[config.mk]
export PLATFORM = sky130hd
export DESIGN_NAME = adder_accum_serial_unsigned_flat
export DESIGN_NICKNAME = d
export VERILOG_FILES = /design/src/rtl/adder_accum_serial_unsigned_if.sv /design/src/rtl/adder_accum_serial_unsigned.sv /design/src/flat_wrapper.sv
export SDC_FILE = /design/constraint.sdc
export NUM_CORES = 1
export LEC_CHECK = 0
export BUFFER_PORTS_ARGS = -buffer_cell sky130_fd_sc_hd__buf_4
export CAP_MARGIN = 10
export CORE_AREA = 2 2 65 73
export DETAILED_ROUTE_END_ITERATION = 8
export DIE_AREA = 0 0 67 75
export PLACE_DENSITY = 0.79
export RECOVER_POWER = 50
export SLEW_MARGIN = 20
export SYNTH_ARGS = -nofsm -noshare
export SYNTH_HDL_FRONTEND = slang
export SYNTH_SLANG_ARGS = --single-unit
export TNS_END_PERCENT = 20
[constraint.sdc]
create_clock -name clk -period 6.4 [get_ports clk]
set_clock_uncertainty 0.1 [all_clocks]
set_input_delay 0.64 -clock clk [delete_from_list [all_inputs] [get_ports clk]]
set_output_delay 0.64 -clock clk [all_outputs]
set_load 0.02 [all_outputs]
[src/rtl/adder_accum_serial_unsigned_if.sv]
//------------------------------------------------------------------------------
// adder_accum_serial_unsigned_if
//
// Purpose : Groups the operand stream, the sum stream, the flush control and
//           the group-progress status of adder_accum_serial_unsigned into one
//           bundle.
//
// Signals :
//   clear     - synchronous flush request (driven by the producer side)
//   in_valid  - operand beat valid
//   in_ready  - accumulator accepts the operand this cycle
//   in_data   - unsigned operand, width bits
//   out_valid - S holds a completed group sum
//   out_ready - consumer takes S this cycle
//   S         - unsigned group sum, width+2 bits, indexed [width+2:1]
//   op_cnt    - operands accepted so far in the current group
//
// Modports:
//   master - environment side (drives operands, flush and out_ready)
//   slave  - accumulator side
//------------------------------------------------------------------------------
interface adder_accum_serial_unsigned_if #(
  parameter int width = 17
);
  logic               clear;
  logic               in_valid;
  logic               in_ready;
  logic [width-1:0]   in_data;
  logic               out_valid;
  logic               out_ready;
  logic [width+2:1]   S;
  logic [1:0]         op_cnt;

  modport master (
    output clear,
    output in_valid,
    output in_data,
    output out_ready,
    input  in_ready,
    input  out_valid,
    input  S,
    input  op_cnt
  );

  modport slave (
    input  clear,
    input  in_valid,
    input  in_data,
    input  out_ready,
    output in_ready,
    output out_valid,
    output S,
    output op_cnt
  );
endinterface

[src/rtl/adder_accum_serial_unsigned.sv]
//------------------------------------------------------------------------------
// adder_accum_serial_unsigned
//
// Purpose : Serial replacement for a 4-operand unsigned adder tree. Operands
//           arrive one per beat on a valid/ready stream; every NUM_OPS accepted
//           operands are summed and the result is offered on a valid/ready
//           output stream. Sums are width+2 bits wide, so a group of up to
//           four operands can never overflow.
//
// Parameters:
//   width   - operand width in bits
//   NUM_OPS - operands per group, legal range 2..4
//
// Ports:
//   clk    - clock, all state changes on the rising edge
//   rst_n  - asynchronous active-low reset
//   bus    - adder_accum_serial_unsigned_if.slave
//            (clear, in_valid/in_ready/in_data, out_valid/out_ready/S, op_cnt)
//
// Build option:
//   ACCUM_EARLY_ACCEPT_EN - when defined, an operand may be accepted in the
//   same cycle the pending sum is taken (in_ready follows out_ready while a
//   result is held). This creates a combinational out_ready -> in_ready path
//   that has to be accounted for at integration. Back-to-back groups then
//   need NUM_OPS cycles instead of NUM_OPS+1.
//------------------------------------------------------------------------------
module adder_accum_serial_unsigned #(
  parameter int width   = 17,
  parameter int NUM_OPS = 4
) (
  input  logic                           clk,
  input  logic                           rst_n,
  adder_accum_serial_unsigned_if.slave   bus
);

  localparam int          SW       = width + 2;
  localparam logic [1:0]  LAST_CNT = 2'(NUM_OPS - 1);

  typedef enum logic [0:0] {
    ST_ACC  = 1'b0,
    ST_HOLD = 1'b1
  } state_t;

  // Zero-extend an operand to the accumulator width.
  function automatic logic [SW-1:0] zext(input logic [width-1:0] d);
    return {2'b00, d};
  endfunction

  state_t            r_state;
  logic [SW-1:0]     r_acc;
  logic [1:0]        r_op_cnt;
  logic [width+2:1]  r_s;
  logic              r_out_valid;

  state_t            w_state_nxt;
  logic [SW-1:0]     w_acc_nxt;
  logic [1:0]        w_op_cnt_nxt;
  logic [width+2:1]  w_s_nxt;
  logic              w_out_valid_nxt;

  logic              w_in_ready;
  logic              w_in_fire;
  logic              w_out_fire;
  logic [SW-1:0]     w_operand;

  assign w_operand  = zext(bus.in_data);
  assign w_in_fire  = bus.in_valid & w_in_ready;
  assign w_out_fire = r_out_valid & bus.out_ready;

  // Operand-side ready: open while accumulating; optionally also while the
  // held sum is being taken in this very cycle.
  always_comb begin
    w_in_ready = 1'b0;
    case (r_state)
      ST_ACC: begin
        w_in_ready = 1'b1;
      end
      ST_HOLD: begin
`ifdef ACCUM_EARLY_ACCEPT_EN
        w_in_ready = bus.out_ready;
`else
        w_in_ready = 1'b0;
`endif
      end
      default: begin
        w_in_ready = 1'b0;
      end
    endcase
  end

  // Next-state and datapath update; clear overrides every handshake.
  always_comb begin
    w_state_nxt     = r_state;
    w_acc_nxt       = r_acc;
    w_op_cnt_nxt    = r_op_cnt;
    w_s_nxt         = r_s;
    w_out_valid_nxt = r_out_valid;

    if (bus.clear) begin
      // S deliberately keeps its last value; only its valid flag drops.
      w_state_nxt     = ST_ACC;
      w_acc_nxt       = {SW{1'b0}};
      w_op_cnt_nxt    = 2'd0;
      w_out_valid_nxt = 1'b0;
    end else begin
      case (r_state)
        ST_ACC: begin
          if (w_in_fire) begin
            if (r_op_cnt == LAST_CNT) begin
              w_s_nxt         = r_acc + w_operand;
              w_acc_nxt       = {SW{1'b0}};
              w_op_cnt_nxt    = 2'd0;
              w_out_valid_nxt = 1'b1;
              w_state_nxt     = ST_HOLD;
            end else begin
              w_acc_nxt    = r_acc + w_operand;
              w_op_cnt_nxt = r_op_cnt + 2'd1;
            end
          end else begin
            w_acc_nxt    = r_acc;
            w_op_cnt_nxt = r_op_cnt;
          end
        end
        ST_HOLD: begin
          if (w_out_fire) begin
            w_out_valid_nxt = 1'b0;
            w_state_nxt     = ST_ACC;
            // An operand taken during the handoff opens the next group;
            // in the base build w_in_fire is never set in this state.
            if (w_in_fire) begin
              w_acc_nxt    = w_operand;
              w_op_cnt_nxt = 2'd1;
            end else begin
              w_acc_nxt    = r_acc;
              w_op_cnt_nxt = r_op_cnt;
            end
          end else begin
            w_out_valid_nxt = 1'b1;
            w_state_nxt     = ST_HOLD;
          end
        end
        default: begin
          w_state_nxt     = ST_ACC;
          w_acc_nxt       = {SW{1'b0}};
          w_op_cnt_nxt    = 2'd0;
          w_out_valid_nxt = 1'b0;
        end
      endcase
    end
  end

  // State and datapath registers with asynchronous reset.
  always_ff @(posedge clk or negedge rst_n) begin
    if (!rst_n) begin
      r_state     <= ST_ACC;
      r_acc       <= {SW{1'b0}};
      r_op_cnt    <= 2'd0;
      r_s         <= {SW{1'b0}};
      r_out_valid <= 1'b0;
    end else begin
      r_state     <= w_state_nxt;
      r_acc       <= w_acc_nxt;
      r_op_cnt    <= w_op_cnt_nxt;
      r_s         <= w_s_nxt;
      r_out_valid <= w_out_valid_nxt;
    end
  end

  assign bus.in_ready  = w_in_ready;
  assign bus.out_valid = r_out_valid;
  assign bus.S         = r_s;
  assign bus.op_cnt    = r_op_cnt;

endmodule
[src/flat_wrapper.sv]
// flat-port wrapper written by rule: the top's interface ports become plain ports
module adder_accum_serial_unsigned_flat 
#(
  parameter int width   = 17,
  parameter int NUM_OPS = 4
)
  (clk, rst_n, bus_clear, bus_in_valid, bus_in_data, bus_out_ready, bus_in_ready, bus_out_valid, bus_S, bus_op_cnt);
  adder_accum_serial_unsigned_if #(.width(width)) bus_i ();
  input  logic clk;
  input  logic rst_n;
  input wire logic [$bits(bus_i.clear)-1:0] bus_clear;
  input wire logic [$bits(bus_i.in_valid)-1:0] bus_in_valid;
  input wire logic [$bits(bus_i.in_data)-1:0] bus_in_data;
  input wire logic [$bits(bus_i.out_ready)-1:0] bus_out_ready;
  output wire logic [$bits(bus_i.in_ready)-1:0] bus_in_ready;
  output wire logic [$bits(bus_i.out_valid)-1:0] bus_out_valid;
  output wire logic [$bits(bus_i.S)-1:0] bus_S;
  output wire logic [$bits(bus_i.op_cnt)-1:0] bus_op_cnt;
  assign bus_i.clear = bus_clear;
  assign bus_i.in_valid = bus_in_valid;
  assign bus_i.in_data = bus_in_data;
  assign bus_i.out_ready = bus_out_ready;
  assign bus_in_ready = bus_i.in_ready;
  assign bus_out_valid = bus_i.out_valid;
  assign bus_S = bus_i.S;
  assign bus_op_cnt = bus_i.op_cnt;
  adder_accum_serial_unsigned #(.width(width), .NUM_OPS(NUM_OPS)) u_core (.clk(clk), .rst_n(rst_n), .bus(bus_i));
endmodule
Word level (Yosys, flattened, before mapping)
Index checks and enable logic that the tools add are counted.
Operators by class
  reductions and logical operators: 3
  bitwise gates (word level): 4
  mux-type cells: 22
  eq/ne operators: 5
  $add $sub $neg: 2
Operators with widths (number)
  $mux 19: 5
  $pmux 19 s2: 1
  $add 19x17->19: 1
  $mux 2: 5
  $mux 1: 7
  $ne 3x2->1 const B: 2
  $ne 3x3->1 const B: 2
  $pmux 1 s2: 3
  $pmux 2 s2: 1
  $reduce_and 4->1: 1
  $reduce_and 3->1: 1
  $add 2x1->2 const B: 1
  $and 1x1->1: 2
  $eq 2x2->1 const B: 1
  $not 1->1: 2
  $reduce_and 2->1: 1
Word-level totals
  register bits: 42

Logic depth before layout (Yosys ltp)
Gate-level depths: netlist of run 1.
  word-level depth: 7
  gate-level depth with buffers: 8
  mapped depth without buffers: 8

Worst setup path before layout of run 1
Ideal clock, no wire load.
  path kind: input to register
  start point: input bus_in_data[0]
  end point: register u_core.r_acc[16]
  arrival: 2410 ps
  slack: 3769 ps
  stages on the path: 8
  setup time: 122 ps
  path buffers: 0
  cells stage by stage: ha_1 -> fa_1 -> a21oi_1 -> nand4b_1 -> a21oi_2 -> o21a_1 -> or3_1 -> a32o_1
On the way
  word-level cells in the longest chain between the ends: 5
RTL lines
  start, declared: RTL line flat_wrapper.sv:13  | input wire logic [$bits(bus_i.in_data)-1:0] bus_in_data;
  $add 19x17->19: RTL line adder_accum_serial_unsigned.sv:116  | w_acc_nxt = r_acc + w_operand;
  $mux 19: RTL line adder_accum_serial_unsigned.sv:109  | if (r_op_cnt == LAST_CNT) begin
  $mux 19: RTL line adder_accum_serial_unsigned.sv:108  | if (w_in_fire) begin
  $pmux 19 s2: RTL line adder_accum_serial_unsigned.sv:106  | case (r_state)
  $mux 19: RTL line adder_accum_serial_unsigned.sv:99  | if (bus.clear) begin
  end signal, assigned: RTL line adder_accum_serial_unsigned.sv:156  | r_acc <= {SW{1'b0}};
  end signal, assigned: RTL line adder_accum_serial_unsigned.sv:162  | r_acc <= w_acc_nxt;
  end, declared: RTL line adder_accum_serial_unsigned.sv:50  | logic [SW-1:0] r_acc;
Every way passes these cells. The select of a mux whose other input is x is not followed.
A chain may end at the register's enable or synchronous reset.

Worst setup path after layout of run 1
Ends and elaborated chain as after synthesis.

==> results of run 1 <==
stage by stage:
stage	instances	hold slack (ns)	area, µm²	power (mW)
floorplan	258	0.244	2480	0.555
global placement	348	0.362	2850	0.654
detailed placement	348	0.370	2850	0.662
CTS	356	0.239	2960	0.875
global route	356	0.411	2930	0.920
finish	356	0.387	2930	0.862
power groups by stage:
stage	clock [mW]	sequential, mW	combinational [mW]
finish	0.212	0.340	0.310
global route	0.228	0.347	0.345
CTS	0.215	0.340	0.320
detailed placement	0	0.345	0.318
global placement	0	0.344	0.311
floorplan	0	0.377	0.178
Yosys cell counts, types with 3 or more instances:
cell,number,share of area [%]
dfrtp_1,42,42
nand2_1,32,4.8
ha_1,18,9.1
o21ai_0,17,3.4
a21oi_1,15,3.0
nor2_1,15,2.3
a21o_1,12,3.6
a22o_1,9,3.2
clkbuf_1,7,1.1
nand3_1,7,1.4
nor3_1,7,1.4
mux2_2,6,2.7
o31ai_1,6,1.8
o21a_1,5,1.5
xor2_1,5,1.8
a31oi_1,4,1.0
and2_1,4,1.0
inv_1,4,0.61
xnor2_1,4,1.4
a21boi_0,3,0.91
buf_2,3,0.61
nand2b_1,3,0.76
nand4_1,3,0.76
o211ai_1,3,0.91
worst max-delay path by stage:
stage,startpoint,to,slack [ns],cells past startpoint
3_3_place_gp,bus_in_data[0],u_core.r_acc[16],3.57,9
4_1_cts,bus_in_data[0],u_core.r_acc[16],3.83,9
5_1_grt,rst_n,u_core.bus.S[9],3.48,1
2_1_floorplan,bus_in_data[0],u_core.r_acc[16],3.77,8
3_5_place_dp,bus_in_data[0],u_core.r_acc[16],3.51,9
6_report,bus_in_data[0],u_core.r_acc[16],3.82,9
cells by family (layout without fill, tap and decap cells):
logic type | Yosys count | in the layout
AO/OA/AOI/OAI | 89 | 89
XOR/XNOR | 9 | 9
adder cells (fa/ha/maj) | 19 | 19
buffers and inverters | 14 | 58
flip-flops | 42 | 42
multiplexers | 7 | 7
AND/OR/NAND/NOR | 78 | 78
layer usage:
metal / wire, µm / vias up
li1: - / 1042
met3: 228 / 6
met4: 58 / 0
met1: 2600 / 1031
met5: 0 / -
met2: 2720 / 40
registers in the layout, summed over array words and instances, names as in the netlist:
register / cells
u_core.bus.op_cnt: 2
u_core.r_acc: 19
u_core.r_state: 1
u_core.bus.out_valid: 1
u_core.bus.S: 19
layout make-up:
class,count,area share (%)
Timing Repair Buffer,46,10.8
Sequential cell,42,35.9
Clock buffer,6,2.48
Tap cell,54,2.30
Multi-Input combinational cell,202,46.8
Inverter,4,0.512
Clock inverter,2,1.28
worst max-delay path, cell delays in order:
cell      delay, ns
buf_4          0.11
ha_1           0.23
fa_1           0.42
a21oi_1        0.19
nand4b_1       0.18
a21oi_2        0.10
o21a_1         0.18
or3_1          0.36
a32o_1         0.26
==> impl_metrics.yaml, run 1 <==
synth:
  synth_area_um2: 2480
  synth_mux_area_share_pct: 3.13
  synth-main-ff-cell: "dfrtp_1"
  async_reset_ff_share_pct: 100
  ys_ff_latch: 42
  syn_area_per_cell_um2: 9.61
  synthAdderAreaFrac_pct: 9.89
  syn-instance-count: 258
  synth_top_family_by_area: "compound AO/OA/AOI/OAI gates"
  synth-compound-area-share_pct: 24.7
  synth-simple-area-share_pct: 14.4
  synth_xor_area_share_pct: 3.18
  synth_edf_count: 0
  ys_warn_count: 0
  ys_types: 40
  ys_seq_area_share_pct: 42.4
  syn_nets: 299
global_routing:
  gr-usage-met1_pct: 32.8
  overflow: 0
  met2_usage_pct: 43.5
  antenna_found_initial: 0
  met3_usage_pct: 4.33
  grt_use_total_pct: 25.3
  busiest_layer: "met2"
  grt_pass1_wl_um: 9650
  grt_pass1_vias: 2127
  grt_max_degree: 43
route:
  viasPerCell: 5.95
  postRouteWirelength_um: 5610
  ant_nets: 0
  drc: 0
  detailedRoute.firstIterationViolations: 143
  wl_per_cell_um: 15.7
  drt_pre_antenna_iters: 4
  vias: 2119
timing:
  clock.fmax_mhz: 387
  relSlewSlack_pct: -53.1
  setup-violations-final: 0
  setup_ws_ns: 3.82
  tns_ns: 0
  worstMarginPinSlew_ns: 2.30
  rsz0062_at_grt: "no"
  drv_slew: 43
  fin_crit_sh_pct: 40.4
  hold_viol: 0
  layout_min_cycle_time_ns: 2.58
floorplanning:
  fp.dieW_um: 67
  fp-row-count: 25
  start_util_pct: 58.3
  io_pins: 45
  die_area_um2: 5030
  die_h_um: 75
  core_um2: 4250
worst_setup_path:
  worst_ep_arrival_time_ns: 2.68
  r2r_slack_ns: 3.88
  rr_endpoint: "u_core.r_acc[16]"
  rr_worst_depth: 8
  worst_setup_path_start_kind: "primary input"
  end_kind: "flip-flop"
  crit_fanout: 4
  crit_required_ns: 6.49
  timing.rr.start: "u_core.r_acc[0]"
  crit_type: "in -> reg"
power_and_ir_drop:
  power_frac_comb_pct: 36.0
  leakage_nw: 1.45
  internal_power_mw: 0.560
  ir_drop_mv: 0.160
  p_sw_share_pct: 35.0
  powerDensity_nw_per_um2: 294
  power.switching_mw: 0.301
  clockPowerShare_pct: 24.6
  seqPwrFrac_pct: 39.4
clock_tree:
  cts.sinks: 42
  cts_hold_buffers: 0
  cts-resized-gates: 0
  clkLatencyLatePin_ns: 0.30
  h-tree-depth: 2
  cts_root_buffer: "clkbuf_8"
  path_clk_slew_ns: 0.08
  numCtsBuffers: 5
  cts_setup_buffers: 0
  cts_tree: "done"
  clockBufferDepth: 2
hold_path:
  hold_depth: 2
  min_to: "u_core.bus.S[2]"
  min_from: "u_core.bus.S[2]"
  hold_class: "reg -> reg"
place:
  port_buffers: 44
  gp_congestion: 0.886
  hpwlAfterDp_um: 3970
  pre_cts_ws_ns: 3.51
flow_run:
  max_cap_viol_count: 1
status:
  violations: "capacitance limit, slew limit"
  status: "finished with violations"
cells_and_area:
  antennaDiodeCount: 0
  synthToLayoutAreaGrowth_pct: 18.2
  layout_common_cells: "dfrtp_1 (42), buf_4 (38), nand2_1 (32), ha_1 (18), o21ai_0 (17)"
  layout-drive-gt1-share_pct: 18.9
  nNetsFinal: 342
  post-route-util_pct: 68.9
  final_common_cell: "dfrtp_1"
  multiInputGateArea_um2: 1370
  seqCellArea_um2: 1050
  fillers: 366
Note: power is estimated with default switching activity, not from simulation.
==> inputs of run 2 (changes only) <==
--- a/config.mk
+++ b/config.mk
@@ -5,12 +5,13 @@
 export SDC_FILE = /design/constraint.sdc
 export NUM_CORES = 1
 export LEC_CHECK = 0
+export ABC_AREA = 1
 export BUFFER_PORTS_ARGS = -buffer_cell sky130_fd_sc_hd__buf_4
 export CAP_MARGIN = 10
-export CORE_AREA = 2 2 65 73
+export CORE_AREA = 2 2 72 81
 export DETAILED_ROUTE_END_ITERATION = 8
-export DIE_AREA = 0 0 67 75
-export PLACE_DENSITY = 0.79
+export DIE_AREA = 0 0 74 83
+export PLACE_DENSITY = 0.72
 export RECOVER_POWER = 50
 export SLEW_MARGIN = 20
 export SYNTH_ARGS = -nofsm -noshare
==> constraint.sdc (replaced) <==
create_clock -name clk -period 2.3 [get_ports clk]
set_clock_uncertainty 0.1 [all_clocks]
set_input_delay 0.23 -clock clk [delete_from_list [all_inputs] [get_ports clk]]
set_output_delay 0.23 -clock clk [all_outputs]
set_load 0.02 [all_outputs]
==> run 2 against run 1 <==
Synthesized cell count rose by 38%. Largest power group unchanged. Sequential power increased to 2.7 times the previous value. Utilization fell by 9.4 points. Clock power increased to 2.7 times the previous value. Via count grew 14%. The run now ends clean. Non-clock buffer count up 2. Critical path type is now reg -> reg. Flip-flop and latch count is the same.
==> impl_metrics.yaml, run 2 <==
clock_tree:
  path_clk_slew_ns: 0.08
  clkLatencyLatePin_ns: 0.30
  cts_hold_buffers: 1
  numCtsBuffers: 5
  cts-resized-gates: 0
  cts_tree: "done"
  cts_setup_buffers: 0
  h-tree-depth: 2
  cts.sinks: 42
  cts_root_buffer: "clkbuf_8"
  clockBufferDepth: 2
timing:
  fin_crit_sh_pct: 89.1
  relSlewSlack_pct: 31.3
  setup-violations-final: 0
  hold_viol: 0
  worstMarginPinSlew_ns: 1.03
  tns_ns: 0
  rsz0062_at_grt: "no"
  clock.fmax_mhz: 488
  layout_min_cycle_time_ns: 2.05
  drv_slew: 0
floorplanning:
  fp-row-count: 28
  start_util_pct: 50.2
  core_um2: 5290
  fp.dieW_um: 74
  die_area_um2: 6140
  die_h_um: 83
  io_pins: 45
place:
  gp_congestion: 0.883
  port_buffers: 44
  hpwlAfterDp_um: 4670
  placed_cells: 472
global_routing:
  grt_pass1_wl_um: 10600
  overflow: 0
  antenna_found_initial: 0
  grt_use_total_pct: 21.7
  grt_max_degree: 43
  grt_pass1_vias: 2368
route:
  drt_pre_antenna_iters: 4
  detailedRoute.firstIterationViolations: 142
  drc: 0
  viasPerCell: 5.03
  ant_nets: 0
  wl_per_cell_um: 12.8
  postRouteWirelength_um: 6170
  vias: 2420
synth:
  ys_seq_area_share_pct: 39.6
  async_reset_ff_share_pct: 100
  yosysTopAreaCell: "dfrtp_1"
  synth_area_um2: 2660
  ys_types: 28
  yosysMostFrequentCell: "nand2_1"
  synth_mux_area_share_pct: 0
  synth-simple-area-share_pct: 34.3
  syn_area_per_cell_um2: 7.46
  synth-compound-area-share_pct: 9.23
  ys_ff_latch: 42
  synth_xor_area_share_pct: 1.98
  ys_warn_count: 0
  syn_nets: 397
  synth.top_cells.by_area: "dfrtp_1 (40%), nand2_1 (19%), ha_1 (8.5%)"
  synthAdderAreaFrac_pct: 9.23
  syn-instance-count: 356
  synth_top_area_share_pct: 39.6
  synth-main-ff-cell: "dfrtp_1"
  synth_top_family_by_area: "simple AND/OR/NAND/NOR gates"
  synth_edf_count: 0
  ys_top_cells_by_count: "nand2_1 (131), dfrtp_1 (42), inv_1 (29), nand3_1 (28), nor2_1 (19)"
worst_setup_path:
  crit_required_ns: 2.39
  crit_type: "reg -> reg"
  worst_ep_arrival_time_ns: 2.14
  worst_setup_path_start_kind: "flip-flop"
  crit_fanout: 3
  end_kind: "flip-flop"
power_and_ir_drop:
  powerDensity_nw_per_um2: 742
  ir_drop_mv: 0.485
  leakage_nw: 1.72
cells_and_area:
  antennaDiodeCount: 0
  fillers: 524
  synthToLayoutAreaGrowth_pct: 18.6
  layout_common_cells: "nand2_1 (131), dfrtp_1 (42), buf_4 (35), inv_1 (29), nand3_1 (28)"
  layout-drive-gt1-share_pct: 17.5
  final_common_cell: "nand2_1"
  nNetsFinal: 446
  stdcell_count: 481
flow_run:
  max_cap_viol_count: 0
status:
  status: "complete, no violations"
hold_path:
  hold_class: "in -> reg"
-- run 2: cell families after synthesis --
kind of cell,after synthesis
buffers and inverters,38
adder cells (fa/ha/maj),19
AND/OR/NAND/NOR,208
XOR/XNOR,6
AO/OA/AOI/OAI,43
flip-flops,42
-- run 2: layout make-up --
type / count / area [µm²] / area share, %
Multi-Input combinational cell: 276 / 1460 / 46.2
Tap cell: 75 / 93.8 / 2.98
Inverter: 32 / 120 / 3.81
Sequential cell: 42 / 1050 / 33.4
Clock buffer: 8 / 110 / 3.50
Timing Repair Buffer: 48 / 319 / 10.1
-- run 2: path summary, 6_finish.rpt --
check / from / end / slack (ns) / depth (start not counted)
max: u_core.r_acc[0] / u_core.bus.S[17] / 0.25 / 12
min: bus_clear / u_core.r_state / 0.04 / 2
max reg2reg: u_core.r_acc[0] / u_core.bus.S[17] / 0.25 / 12
min reg2reg: u_core.bus.S[17] / u_core.bus.S[17] / 0.38 / 2
max in group asynchronous: rst_n / u_core.bus.S[8] / 0.92 / 2
min in group asynchronous: rst_n / u_core.bus.S[11] / 0.53 / 2
-- run 2: critical path: stages, from the launching register on --
cell and delay, ns:
dfrtp_1 0.39, ha_1 0.24, fa_1 0.42, nand2_1 0.09, inv_1 0.06, nand2_1 0.07, nand3_2 0.10, nand2_2 0.08
nand2_2 0.07, nand2_1 0.09, nand3_1 0.10, nand3_1 0.10, nand2_1 0.06
-- run 2: per-layer routing --
metal	track usage [%]	up-vias	wire (µm)
li1	-	1240	-
met1	28.7	1118	2730
met2	36.4	51	3010
met3	3.16	11	332
met4	6.12	0	96
met5	0	-	0
-- run 2: metrics by stage --
stage	total power [mW]	cell area [µm²]	utilization (%)	hold slack, ns	setup slack [ns]
final	2.34	3150	59.5	0.0386	0.250
after CTS	2.39	3190	60.4	0.0286	0.252
after detailed placement	1.82	3070	58.1	0.156	0.296
after global routing	2.50	3150	59.5	0.0457	0.0461
after global placement	1.81	3070	58.1	0.150	0.339
after floorplan	1.53	2660	-	-0.166	0.439
-- run 2: power breakdown --
part / leakage, nW / total, mW / switching [mW] / internal, mW
combinational: 1.10 / 0.847 / 0.535 / 0.312
sequential: 0.566 / 0.925 / 0.0705 / 0.854
clock: 0.0575 / 0.566 / 0.263 / 0.303
total: 1.72 / 2.34 / 0.868 / 1.47
